`src/rtl/seg7_pkg.sv`:
```
// seg7_pkg: shared constants, types and the hex decode table
// for the seven-segment scan driver.
package seg7_pkg;

  localparam int MAX_DIGITS = 8;

  localparam logic [6:0] SEG_OFF = 7'h7F;

  localparam logic [MAX_DIGITS-1:0] AN_OFF = '1;

  // Active-low, bit 0 = segment a ... bit 6 = segment g.
  localparam logic [6:0] HEX_SEG [16] = '{
    7'h40, 7'h79, 7'h24, 7'h30,
    7'h19, 7'h12, 7'h02, 7'h78,
    7'h00, 7'h10, 7'h08, 7'h03,
    7'h46, 7'h21, 7'h06, 7'h0E
  };

  typedef struct packed {
    logic dot;
    logic blank;
    logic flash;
  } slot_attr_t;

  function automatic logic [6:0] hex2seg(
    input logic [3:0] v
  );
    return HEX_SEG[v];
  endfunction

endpackage

```
`src/rtl/seg7_hex_decode.sv`:
```
// seg7_hex_decode: combinational 4-bit hex to
// active-low seven-segment pattern.
module seg7_hex_decode
  import seg7_pkg::*;
(
  input  logic [3:0] hex_i,
  output logic [6:0] seg_o
);

  always_comb begin
    seg_o = hex2seg(hex_i);
  end

endmodule

```
`src/rtl/seg7_scan_driver.sv`:
```
// seg7_scan_driver: multiplexed common-anode display scanner with
// dead-time, flash/blank masks; PWM brightness when SEG7_PWM_EN is defined.
module seg7_scan_driver
  import seg7_pkg::*;
#(
  parameter int NUM_DIGITS   = 4,
  parameter int SCAN_DIV     = 262144,
  parameter int FLASH_DIV    = 67108864,
  parameter int BLANK_CYCLES = 16,
  parameter int BRIGHT_W     = 4
) (
  input  logic                    clk,
  input  logic                    rst_n,
  input  logic [4*NUM_DIGITS-1:0] digits,
  input  logic [NUM_DIGITS-1:0]   dots,
  input  logic [NUM_DIGITS-1:0]   blank,
  input  logic [NUM_DIGITS-1:0]   flash_mask,
  input  logic [BRIGHT_W-1:0]     brightness,
  output logic [6:0]              seg,
  output logic                    dp,
  output logic [NUM_DIGITS-1:0]   an
);

  localparam int CW =
    (SCAN_DIV > 1) ? $clog2(SCAN_DIV) : 1;
  localparam int FW =
    (FLASH_DIV > 1) ? $clog2(FLASH_DIV) : 1;
  localparam int SW =
    (NUM_DIGITS > 1) ? $clog2(NUM_DIGITS) : 1;

  localparam logic [CW-1:0] CNT_LAST =
    CW'(SCAN_DIV - 1);
  localparam logic [CW-1:0] BLANK_L =
    CW'(BLANK_CYCLES);
  localparam logic [FW-1:0] FL_LAST =
    FW'(FLASH_DIV - 1);
  localparam logic [SW-1:0] SEL_LAST =
    SW'(NUM_DIGITS - 1);
  localparam logic [NUM_DIGITS-1:0] AN_ALL_OFF =
    AN_OFF[NUM_DIGITS-1:0];

  logic [CW-1:0]         cnt_q, cnt_d;
  logic [SW-1:0]         sel_q, sel_d;
  logic [FW-1:0]         fcnt_q, fcnt_d;
  logic                  flash_q, flash_d;
  slot_attr_t            attr_q, attr_d;
  slot_attr_t            attr_live;
  logic [3:0]            nib_live;
  logic [6:0]            seg_dec;
  logic [6:0]            seg_q, seg_d;
  logic                  dp_q, dp_d;
  logic [NUM_DIGITS-1:0] an_q, an_d;
  logic                  slot_start;
  logic                  slot_end;
  logic                  win_next;
  logic                  pwm_ok;
  logic                  an_en;

  assign slot_start = (cnt_q == '0);
  assign slot_end   = (cnt_q == CNT_LAST);

  always_comb begin
    cnt_d = slot_end ? '0 : cnt_q + 1'b1;
    sel_d = sel_q;
    if (slot_end) begin
      if (sel_q == '0) sel_d = SEL_LAST;
      else             sel_d = sel_q - 1'b1;
    end
  end

  always_comb begin
    fcnt_d  = fcnt_q + 1'b1;
    flash_d = flash_q;
    if (fcnt_q == FL_LAST) begin
      fcnt_d  = '0;
      flash_d = ~flash_q;
    end
  end

  always_comb begin
    nib_live  = '0;
    attr_live = '0;
    for (int i = 0; i < NUM_DIGITS; i++) begin
      if (SW'(i) == sel_q) begin
        nib_live        = digits[4*i +: 4];
        attr_live.dot   = dots[i];
        attr_live.blank = blank[i];
        attr_live.flash = flash_mask[i];
      end
    end
  end

  seg7_hex_decode u_dec (
    .hex_i (nib_live),
    .seg_o (seg_dec)
  );

`ifdef SEG7_PWM_EN
  logic [BRIGHT_W-1:0] pwm_q, pwm_d;

  assign pwm_d  = pwm_q + 1'b1;
  // All-ones brightness must mean fully on, not 15/16.
  assign pwm_ok = (&brightness) ||
                  (pwm_d < brightness);

  always_ff @(posedge clk or negedge rst_n) begin
    if (!rst_n) pwm_q <= '0;
    else        pwm_q <= pwm_d;
  end
`else
  logic unused_bright;

  assign unused_bright = ^brightness;
  assign pwm_ok        = 1'b1;
`endif

  // The snapshot is taken at slot start, so use the
  // live attributes in that cycle and the held copy after.
  assign attr_d   = slot_start ? attr_live : attr_q;
  assign win_next = (cnt_d >= BLANK_L);
  assign an_en    = win_next &&
                    !attr_d.blank &&
                    !(attr_d.flash && flash_d) &&
                    pwm_ok;

  always_comb begin
    an_d = AN_ALL_OFF;
    if (an_en) begin
      for (int i = 0; i < NUM_DIGITS; i++) begin
        if (SW'(i) == sel_q) an_d[i] = 1'b0;
      end
    end
    dp_d  = !(attr_d.dot && an_en);
    seg_d = slot_start ? seg_dec : seg_q;
  end

  always_ff @(posedge clk or negedge rst_n) begin
    if (!rst_n) begin
      cnt_q   <= '0;
      sel_q   <= SEL_LAST;
      fcnt_q  <= '0;
      flash_q <= 1'b0;
      attr_q  <= '0;
      seg_q   <= SEG_OFF;
      dp_q    <= 1'b1;
      an_q    <= AN_ALL_OFF;
    end else begin
      cnt_q   <= cnt_d;
      sel_q   <= sel_d;
      fcnt_q  <= fcnt_d;
      flash_q <= flash_d;
      attr_q  <= attr_d;
      seg_q   <= seg_d;
      dp_q    <= dp_d;
      an_q    <= an_d;
    end
  end

  assign seg = seg_q;
  assign dp  = dp_q;
  assign an  = an_q;

endmodule

```
`config.mk`:
```
export PLATFORM = sky130hd
export DESIGN_NAME = seg7_scan_driver
export DESIGN_NICKNAME = d
export VERILOG_FILES = /design/src/rtl/seg7_pkg.sv /design/src/rtl/seg7_hex_decode.sv /design/src/rtl/seg7_scan_driver.sv
export SDC_FILE = /design/constraint.sdc
export NUM_CORES = 1
export LEC_CHECK = 0
export BUFFER_PORTS_ARGS = -buffer_cell sky130_fd_sc_hd__buf_4
export CORE_MARGIN = 2
export CORE_UTILIZATION = 55
export DETAILED_ROUTE_END_ITERATION = 8
export HOLD_SLACK_MARGIN = 0.15
export PLACE_DENSITY_LB_ADDON = 0.2
export SYNTH_ARGS = -nofsm -noshare
export SYNTH_HDL_FRONTEND = slang
export SYNTH_SLANG_ARGS = --single-unit
```
`constraint.sdc`:
```
create_clock -name clk -period 3.7 [get_ports clk]
set_clock_uncertainty 0.15 [all_clocks]
set_input_delay 0.37 -clock clk [delete_from_list [all_inputs] [get_ports clk]]
set_output_delay 0.37 -clock clk [all_outputs]
set_load 0.05 [all_outputs]
```
# == Word-level counts from Yosys, hierarchy flattened ==
# Memories as Yosys holds them, arrays and structs flattened. A register that Yosys moved wholly into a read port is not among the register bits.
# Cells that the tools add are included.
# word_totals
reg_bits,55
latchBits,0
mem_bits_rw,0
romBits,112
in_bits,34
output_inout_bits,12
wordCells,49
mem_count,1
# memory_table
memory,depth,width,rd,rd_clocked_by_memory_dff,write_ports,line,source
(no name shown),16,7,1,1,0,seg7_pkg.sv:28,return HEX_SEG[v];
# op_classes
addsub,3
multipliers,0
div,0
order_cmp,1
eq_ne,5
shifts,0
muxes,18
n_bitwise,2
reduce_logical,10
# ops
operator,count
"26-bit by 1-bit adder with 26-bit output, second input constant",1
"26-bit == test, second input constant",1
26-bit 2-to-1 mux,1
4-bit 2-to-1 mux,5
"18-bit by 1-bit adder with 18-bit output, second input constant",1
"18-bit == test, second input constant",1
"18-bit by 5-bit >= comparator with 1-bit output, second input constant",1
18-bit zero test,1
18-bit 2-to-1 mux,1
3-bit 2-to-1 mux,5
1-bit 2-to-1 mux,5
4-bit inverter with 5-bit output,1
"2-bit == test, first input constant",2
1-bit logical AND,4
1-bit zero test,4
"1-bit by 2-bit == test with 1-bit output, first input constant",1
2-bit zero test,1
2-bit 2-to-1 mux,1
"2-bit by 1-bit subtractor with 2-bit output, second input constant",1
1-bit inverter,1

# == Logic depth before layout (Yosys ltp) ==
# Gate-level depths: netlist of the first run.
# depth
ltp_word,11
mapped_depth,11
depth_no_buf,10

# == Modules after synthesis ==
# A second synthesis of the first run with hierarchy kept.
# unflattened
cells_unflattened,353
area_unflattened_um2,3464.6
# by_module_without_submodules
module,instances,cells_each,area_per_inst_um2,seq_area_each_um2
seg7_scan_driver,1,318,3216.8,1569.0
seg7_hex_decode,1,35,247.7,0.0

# == Worst setup path before layout of the first run ==
# OpenSTA, ideal clock, no wires.
# synth_timing
path_kind,flip-flop to flip-flop
from,register sel_q[0]
to,"register seg_q[3], in the netlist seg[3]"
arrival_time_ps,2472
required_time_ps,3472
setup_slack_ps,1000
path_stages_with_launch,11
path_buffers,0
path_cell_list,dfstp_2 -> inv_1 -> ha_1 -> nor2b_1 -> a221o_1 -> a22oi_1 -> inv_1 -> ha_1 -> a21oi_1 -> o21ai_0 -> a31o_2
# synth_between
elab_chain_len,6
elab_cells_between_ends,9
cone_classes,3 x eq/ne; 4 x mux; 1 x bitwise; 1 x reduce/logical
# synth_lines
element,line,source
start: declaration,seg7_scan_driver.sv:43,"logic [SW-1:0] sel_q, sel_d;"
start signal: assignment,seg7_scan_driver.sv:149,sel_q <= sel_d;
2-bit zero test,seg7_scan_driver.sv:84,if (SW'(i) == sel_q) begin
4-bit 2-to-1 mux (3 in series),seg7_scan_driver.sv:84,
4-bit 2-to-1 mux (*),seg7_scan_driver.sv:84,
4-bit inverter with 5-bit output (implied by the code) (*),seg7_pkg.sv:28,
end: declaration,seg7_scan_driver.sv:50,"logic [6:0] seg_q, seg_d;"
# Every way passes the cells marked *; elsewhere a longest branch is shown, timed or not.
# A chain may end at the register's enable or synchronous reset.

# == Worst setup path in the final report of the first run ==
# Ends and elaborated chain as after synthesis.

==> impl_metrics.ini, run 1 <==
[floorplan]
start_util = 0.561
die-height_um = 83.8
dieWidth_um = 83.8
fp-row-count = 29
pin_count = 46
die-area_sq_mm = 0.00702
core_sq_mm = 0.00624

[critical_path]
cpMostUsedCell = ha_1
critPathMaxFanout = 11
cp-end-kind = flip-flop
rr_worst_depth = 9
crit_type = reg -> reg
r2r_end = seg[3]
cp.required_ns = 3.83
regToRegSetupSlack_ns = 0.60
crit_arrival_ns = 3.23
cp_num_buf_inv = 1
cpMaxStageDelayCell = dfstp_2
slowest_delay_ns = 0.56
crit_family = compound AO/OA/AOI/OAI gates
worstReg2RegStart = sel_q[0]
startpoint_type = flip-flop
path_cells = ha_1, nor2b_1, a221o_1, a22oi_1, inv_1, ha_1, a21oi_1, o21ai_0, a31o_2

[clock_tree]
h-tree-depth = 3
post_cts_buffers = 0
cts.sinks = 62
root_buffer = clkbuf_8
clock_path_buffers = 2
cts_tree = done
cts_buffers = 9
clk_pin_slew_ns = 0.08
clk_latency_ns = 0.34

[place]
port_buffers = 41
dp_hpwl_um = 4790
placed_cell_area_sq_mm = 0.00385
place.gp.congestion = 0.891
preCtsSetupSlack_ns = 0.616

[synthesis]
synth.distinct_cells = 52
synthesis.nets = 408
synth_common_cells = 48 x dfrtp_1, 34 x nor2_1, 26 x nand2_1, 21 x xnor2_1, 21 x xor2_1
synthArstFlopShare = 1.00
netlist_area_sq_mm = 0.00350
synthFlopType = dfrtp_1
synth_edf_count = 0
yosys.area.top_type = dfrtp_1
synthMostInstantiatedCell = dfrtp_1
ys_seq_elements = 62
synthTopCellsByArea = dfrtp_1 34%, dfstp_2 11%, xnor2_1 5.3%
syn_inst = 361
synth_warnings = 0
ys_seq_area_frac = 0.448
syn_area_per_cell_sq_um = 9.70
synth_top_area_share = 0.343

[timing]
tns_ns = 0
rsz0062_at_grt = false
fmax_mhz = 323
timing.final.crit_period_ns = 3.10
fin_ws_ns = 0.601
relSlewSlack = 0.492
post-route-period-util = 0.837
final-setup-viol-count = 0
tightest_slew_ns = 0.760
slew_viol_final = 0
hold_viol = 0

[detailed_routing]
dr_total_vias = 2709
met2_length_um = 3110
drc_errors = 0
routed_via_density = 5.61
ant_nets = 0
drtIter0Drc = 169
wl_met3_um = 410
drt-met1-wl_um = 3230
highest_layer = met4
wirelength_um = 6850
drtPass1Iterations = 4
routedWlPerCell_um = 14.2

[global_routing]
grt_overflow_total = 0
grt_pass1_wl_um = 11900
grt.total_usage = 0.210
grt_max_degree = 63
antenna_found_initial = 0
grt_pass1_vias = 2548

[final_layout]
nets = 448
syn_to_final_growth_pct = 15.3
diodes = 0
drive_gt1_frac = 0.214
postLayoutCoreUtil = 0.647
final_cell_area_sq_mm = 0.00404

[min_path]
whs_path_depth = 3
min_to = attr_q[0]
min_from = flash_mask[3]
min_path_type = in -> reg

[power]
leakage_uw = 0.00182
power_density_mw_per_mm2 = 331
max-vdd-ir-drop_v = 0.000251

[flow_run]
drv_cap = 0

[outcome]
status = completed
[worst register-to-register path, cell delays in order, from the launching register on]
cell,delay (ns)
dfstp_2,0.56
ha_1,0.36
nor2b_1,0.17
a221o_1,0.33
a22oi_1,0.50
inv_1,0.15
ha_1,0.29
a21oi_1,0.17
o21ai_0,0.11
a31o_2,0.27
[layout make-up]
cell class | count | area, sq um
Clock buffer | 9 | 124
Clock inverter | 7 | 48.8
Fill cell | 510 | 2200
Inverter | 18 | 67.6
Multi-Input combinational cell | 265 | 1790
Sequential cell | 62 | 1570
Tap cell | 77 | 96.3
Timing Repair Buffer | 45 | 340
[cells in the final DEF, fill, tap and decap left out, types with 2 or more instances in the layout]
cell,count
dfrtp_1,48
buf_4,44
nor2_1,34
nand2_1,26
xnor2_1,21
xor2_1,21
inv_1,18
nand3_1,15
nand4_1,14
nor3_1,14
dfstp_2,14
a21oi_1,13
ha_1,13
nor2b_1,11
o21ai_0,9
clkbuf_8,9
mux2i_1,7
a31oi_1,5
and4_1,5
a221oi_1,5
nand4b_1,5
and3_1,4
or3_1,4
a22oi_1,3
or2_2,3
and2_1,3
o21a_1,3
clkinv_2,3
nor4_1,2
a31o_2,2
o2111ai_1,2
nand3b_1,2
o211ai_1,2
clkinv_4,2
[metal layers]
layer / vias up / global-route usage
met4: 0 / 0.0953
met2: 76 / 0.320
li1: 1345 / -
met3: 8 / 0.0445
met1: 1280 / 0.288
met5: - / 0
[stage by stage]
step                      cells  hold slack (ns)  power [uW]
after floorplan             361          -0.0756         776
after CTS                   483            0.247        1360
after detailed placement    466            0.316         833
after global placement      466            0.315         830
after global routing        483            0.287        1390
final                       483            0.265        1340
[worst max path at each step]
stage              from      to  cells past startpoint
5_1_grt        sel_q[0]  seg[3]                      9
3_3_place_gp   sel_q[0]  seg[3]                      9
6_report       sel_q[0]  seg[3]                      9
2_1_floorplan  sel_q[0]  seg[3]                     10
4_1_cts        sel_q[0]  seg[3]                      9
3_5_place_dp   sel_q[0]  seg[3]                      9
[kinds of logic after synthesis]
family | share of synthesized area
muxes | 0.0200
adders and majority gates | 0.0464
buffers and inverters | 0.0407
and+or+nand+nor | 0.239
DFF | 0.448
AOI/OAI and AO/OA | 0.100
xor gates and xnor gates | 0.105
[power breakdown]
group	total (uW)	internal [uW]	leakage [uW]	switching (uW)
Combinational	122	48.2	0.000950	73.5
Sequential	698	694	0.000781	4.70
Clock	518	243	0.0000894	275
[state kept, by name, indices dropped and copies added (netlist names)]
register,count
fcnt_q,26
attr_q,3
seg,7
dp,1
sel_q,2
cnt_q,18
flash_q,1
an,4
[timing repair]
item                                   4_1_cts  5_1_grt
resized for setup                            0        0
endpoints found under the hold margin       48        0
hold buffers                                 1        0
Power figures use the tool's default switching activity.
==> inputs of run 2 (changes only) <==
clock period = 3 ns   (was 3.7 ns; I/O delays follow)
==> impl_metrics.ini, run 2 (synthesis gave the netlist of run 1 again) <==
[clock_tree]
clk_latency_ns = 0.34
postCtsHoldBufs = 1
post_cts_buffers = 0
root_buffer = clkbuf_8
cts_tree = done
clk_pin_slew_ns = 0.07
clock_path_buffers = 2
cts_buffers = 9
cts.sinks = 62
h-tree-depth = 3
cts_resized = 0

[timing]
tightest_slew_ns = 0.746
rsz0062_at_grt = false
final-setup-viol-count = 0
relSlewSlack = 0.503
post-route-period-util = 0.892
hold_viol = 0
tns_ns = 0
timing.final.crit_period_ns = 2.68
slew_viol_final = 0
fmax_mhz = 374

[place]
port_buffers = 41
placedCellCount = 471
place.gp.congestion = 0.841
dp_hpwl_um = 5060

[floorplan]
fp-row-count = 29
pin_count = 46
core_sq_mm = 0.00624
start_util = 0.561
die-area_sq_mm = 0.00702
die-height_um = 83.8
dieWidth_um = 83.8

[min_path]
min_path_type = in -> reg
min_from = flash_mask[3]
min_to = attr_q[0]
whs_path_depth = 3

[final_layout]
drive_gt1_frac = 0.221
top_register = fcnt_q
syn_to_final_growth_pct = 18.0
nets = 453
layout_commonest_cell = buf_4
largest_register_ffs = 26
final_cell_mix = 49 x buf_4, 48 x dfrtp_1, 34 x nor2_1
final_cells = 488
diodes = 0

[critical_path]
cp.required_ns = 3.13
crit_type = reg -> reg
path_cells = inv_1, ha_1, nor2b_1, a221oi_1, o31a_1, mux2i_1, nand2_1, a31o_2
cp-end-kind = flip-flop
regToRegSetupSlack_ns = 0.32
cpMaxStageDelayCell = dfstp_2
crit_arrival_ns = 2.80
cp_num_buf_inv = 1
slowest_delay_ns = 0.56
crit_family = compound AO/OA/AOI/OAI gates
critPathMaxFanout = 16
rr_worst_depth = 8
critPathLaunch = sel_q[0]
startpoint_type = flip-flop
worstReg2RegStart = sel_q[0]
r2r_end = seg[3]

[detailed_routing]
drc_errors = 0
wl_met3_um = 370
routedWlPerCell_um = 14.6
dr_total_vias = 2813
routed_via_density = 5.76
drtPass1Iterations = 4
drtIter0Drc = 150
met2_length_um = 3340
ant_nets = 0
wirelength_um = 7140
highest_layer = met4
drt-met1-wl_um = 3360

[global_routing]
grt.total_usage = 0.219
antenna_found_initial = 0
grt_pass1_vias = 2645
grt_pass1_wl_um = 12300
grt_max_degree = 63
grt_overflow_total = 0

[power]
power_density_mw_per_mm2 = 451
power_uw = 1870
leakage_uw = 0.00187
max-vdd-ir-drop_v = 0.000363

[flow_run]
drv_cap = 0

[outcome]
status = completed
==> run 2: cell types whose count changed in the layout (fill, tap and decap cells not counted), sizes merged <==
cell	previous run	this run
clkbuf	9	12
clkinvlp	1	0
bufinv	0	2
clkinv	5	1
buf	44	49
==> run 2: worst max path at each step <==
stage | to | slack, ns | cells past startpoint
2_1_floorplan | seg[3] | 0.30 | 10
3_3_place_gp | seg[3] | 0.37 | 8
3_5_place_dp | seg[3] | 0.32 | 8
4_1_cts | seg[3] | 0.32 | 8
5_1_grt | seg[3] | 0.15 | 10
6_report | seg[3] | 0.32 | 8
==> run 2: through the flow <==
stage | area, sq um | setup WS (ns) | hold slack (ns) | utilization
after detailed placement | 3890 | 0.321 | 0.273 | 0.623
after floorplan | 3500 | 0.300 | -0.146 | -
after global placement | 3890 | 0.371 | 0.273 | 0.623
after global routing | 4130 | 0.155 | 0.221 | 0.662
after CTS | 4130 | 0.316 | 0.184 | 0.662
final | 4130 | 0.323 | 0.183 | 0.662
==> run 2: final cells by class <==
cell class,count,area [sq um]
clock inverter,4,77.6
fill,526,2110
multi-input combinational,265,1790
sequential,62,1570
tap,77,96.3
timing repair buffer,50,378
clock buffer,12,155
inverter,18,67.6
==> run 2: power by group <==
part	switching, uW	internal [uW]
Clock	336	518
Combinational	89.6	60.9
Sequential	5.83	855
==> run 2: worst reg2reg max path, cell delays in order (launching register included) <==
cell      delay [ns]
dfstp_2         0.56
inv_1           0.07
ha_1            0.25
nor2b_1         0.20
a221oi_1        0.30
o31a_1          0.54
mux2i_1         0.24
nand2_1         0.07
a31o_2          0.24
==> run 2: routing by layer <==
| layer | up-vias | GRT usage |
|---|---|---|
| li1 | 1353 | - |
| met4 | 0 | 0.0865 |
| met5 | - | 0 |
| met2 | 78 | 0.340 |
| met3 | 4 | 0.0475 |
| met1 | 1378 | 0.302 |
==> inputs of run 3 (changes only) <==
ABC_AREA = 1   (was unset)
==> impl_metrics.ini, run 3 <==
[synthesis]
synth_common_cells = 136 x nand2_1, 70 x inv_1, 54 x nor2_1, 48 x dfrtp_1, 39 x nand3_1
synth.distinct_cells = 36
synthFlopType = dfrtp_1
ys_seq_elements = 62
netlist_area_sq_mm = 0.00376
syn_area_per_cell_sq_um = 7.65
synth_edf_count = 0
yosys.area.top_type = dfrtp_1
synthesis.nets = 538
synthArstFlopShare = 1.00
synth_top_area_share = 0.320
ys_seq_area_frac = 0.418
syn_inst = 491
synth_warnings = 0
synthTopCellsByArea = dfrtp_1 32%, nand2_1 14%, dfstp_2 9.8%
synthMostInstantiatedCell = nand2_1

[place]
place.gp.congestion = 0.826
port_buffers = 41
dp_hpwl_um = 5590
preCtsSetupSlack_ns = 0.458

[global_routing]
grt_pass1_wl_um = 12500
grt_overflow_total = 0
grt_max_degree = 63
grt_pass1_vias = 2850
antenna_found_initial = 0
grt.total_usage = 0.211

[timing]
tns_ns = 0
fmax_mhz = 390
fin_ws_ns = 0.438
tightest_slew_ns = 0.759
post-route-period-util = 0.854
hold_viol = 0
relSlewSlack = 0.494
final-setup-viol-count = 0
rsz0062_at_grt = false
slew_viol_final = 0
timing.final.crit_period_ns = 2.56

[clock_tree]
root_buffer = clkbuf_8
cts_buffers = 9
cts_tree = done
cts_resized = 0
clk_latency_ns = 0.33
cts.sinks = 62
clk_pin_slew_ns = 0.07
h-tree-depth = 3
clock_path_buffers = 2

[final_layout]
nets = 587
drive_gt1_frac = 0.191
final_cell_mix = 136 x nand2_1, 70 x inv_1, 54 x nor2_1
top_register = fcnt_q
syn_to_final_growth_pct = 15.8
diodes = 0
layout_commonest_cell = nand2_1
largest_register_ffs = 26

[detailed_routing]
drtPass1Iterations = 4
drc_errors = 0
wirelength_um = 7500
drtIter0Drc = 133
ant_nets = 0
routedWlPerCell_um = 12.0
dr_total_vias = 3148
routed_via_density = 5.04

[critical_path]
worstReg2RegStart = sel_q[1]
cp-end-kind = flip-flop
cp_num_buf_inv = 2
slowest_delay_ns = 0.55
critPathMaxFanout = 12
path_cells = inv_1, ha_1, o21ai_0, nand2_1, nand2_1, o21ai_0, inv_1, ha_1, nand2_1, o21ai_0, nand2_1, nand2_1, nand2_1, nand2_1
cpMaxStageDelayCell = dfstp_2
crit_arrival_ns = 2.68
critPathLaunch = sel_q[1]
cpMostUsedCell = nand2_1
cp.required_ns = 3.11
startpoint_type = flip-flop
crit_type = reg -> reg
crit_family = compound AO/OA/AOI/OAI gates

[floorplan]
dieWidth_um = 86.6
die-area_sq_mm = 0.00751
die-height_um = 86.6
fp-row-count = 30
start_util = 0.559
core_sq_mm = 0.00672
pin_count = 46

[power]
leakage_uw = 0.00238
power_density_mw_per_mm2 = 395
max-vdd-ir-drop_v = 0.000232

[outcome]
status = completed

[min_path]
min_from = dots[3]
min_path_type = in -> reg

[flow_run]
drv_cap = 0
run 3: routing by layer:
| layer | wire length [um] | share of wire | GRT usage | vias up |
|---|---|---|---|---|
| li1 | - | - | - | 1641 |
| met1 | 3550 | 0.47 | 0.266 | 1415 |
| met2 | 3530 | 0.47 | 0.353 | 90 |
| met3 | 386 | 0.051 | 0.0524 | 2 |
| met4 | 33 | 0.0044 | 0.0753 | 0 |
| met5 | 0 | 0 | 0 | - |
run 3: area by class of cell:
cell class / count / area, sq um
fill: 581 / 2370
multi-input combinational: 349 / 1880
sequential: 62 / 1570
timing repair buffer: 43 / 325
inverter: 75 / 282
clock buffer: 13 / 149
tap: 80 / 100
clock inverter: 3 / 43.8
run 3: worst paths after layout:
path / endpoint / slack, ns / cells after the start
setup / recovery: seg[3] / 0.44 / 14
hold / removal: attr_q[2] / 0.21 / 3
setup reg to reg: seg[3] / 0.44 / 14
hold reg to reg: seg[0] / 0.32 / 2
max in group asynchronous: attr_q[1] / 1.76 / 2
min in group asynchronous: fcnt_q[4] / 0.45 / 2
run 3: through the flow:
stage          hold slack [ns]  std cells  power (uW)  instance area (sq um)  utilization
4_1_cts                  0.191        625        1740                   4350        0.647
2_1_floorplan           -0.146        491         951                   3760            -
5_1_grt                  0.224        625        1800                   4350        0.647
6_report                 0.207        625        1720                   4350        0.647
3_5_place_dp             0.283        608        1020                   4150        0.617
3_3_place_gp             0.276        608        1020                   4150        0.617
run 3: kinds of logic after synthesis:
| kind of cell | Yosys count | synth area share |
|---|---|---|
| AND/OR/NAND/NOR | 276 | 0.345 |
| buffers and inverters | 80 | 0.0816 |
| flip-flops | 62 | 0.418 |
| AO/OA/AOI/OAI | 35 | 0.0520 |
| XOR/XNOR | 24 | 0.0580 |
| adder cells (fa/ha/maj) | 13 | 0.0433 |
| multiplexers | 1 | 0.00266 |
run 3: power by group:
part           switching (uW)  internal [uW]  total (uW)
combinational            90.4           53.7         144
clock                     307            408         715
sequential               5.61            855         861
total                     403           1320        1720
run 3: timing repair:
action                     CTS  global route
setup endpoints to repair    0             0
hold buffers                 1             0
hold endpoints to repair    48             0
buffers inserted             0             0
run 3: worst min-delay path: cells and delay by family:
kind	cells	cell delay, ns
compound gates	1	0.21
mux	1	0.05
buf+inv	1	0.08
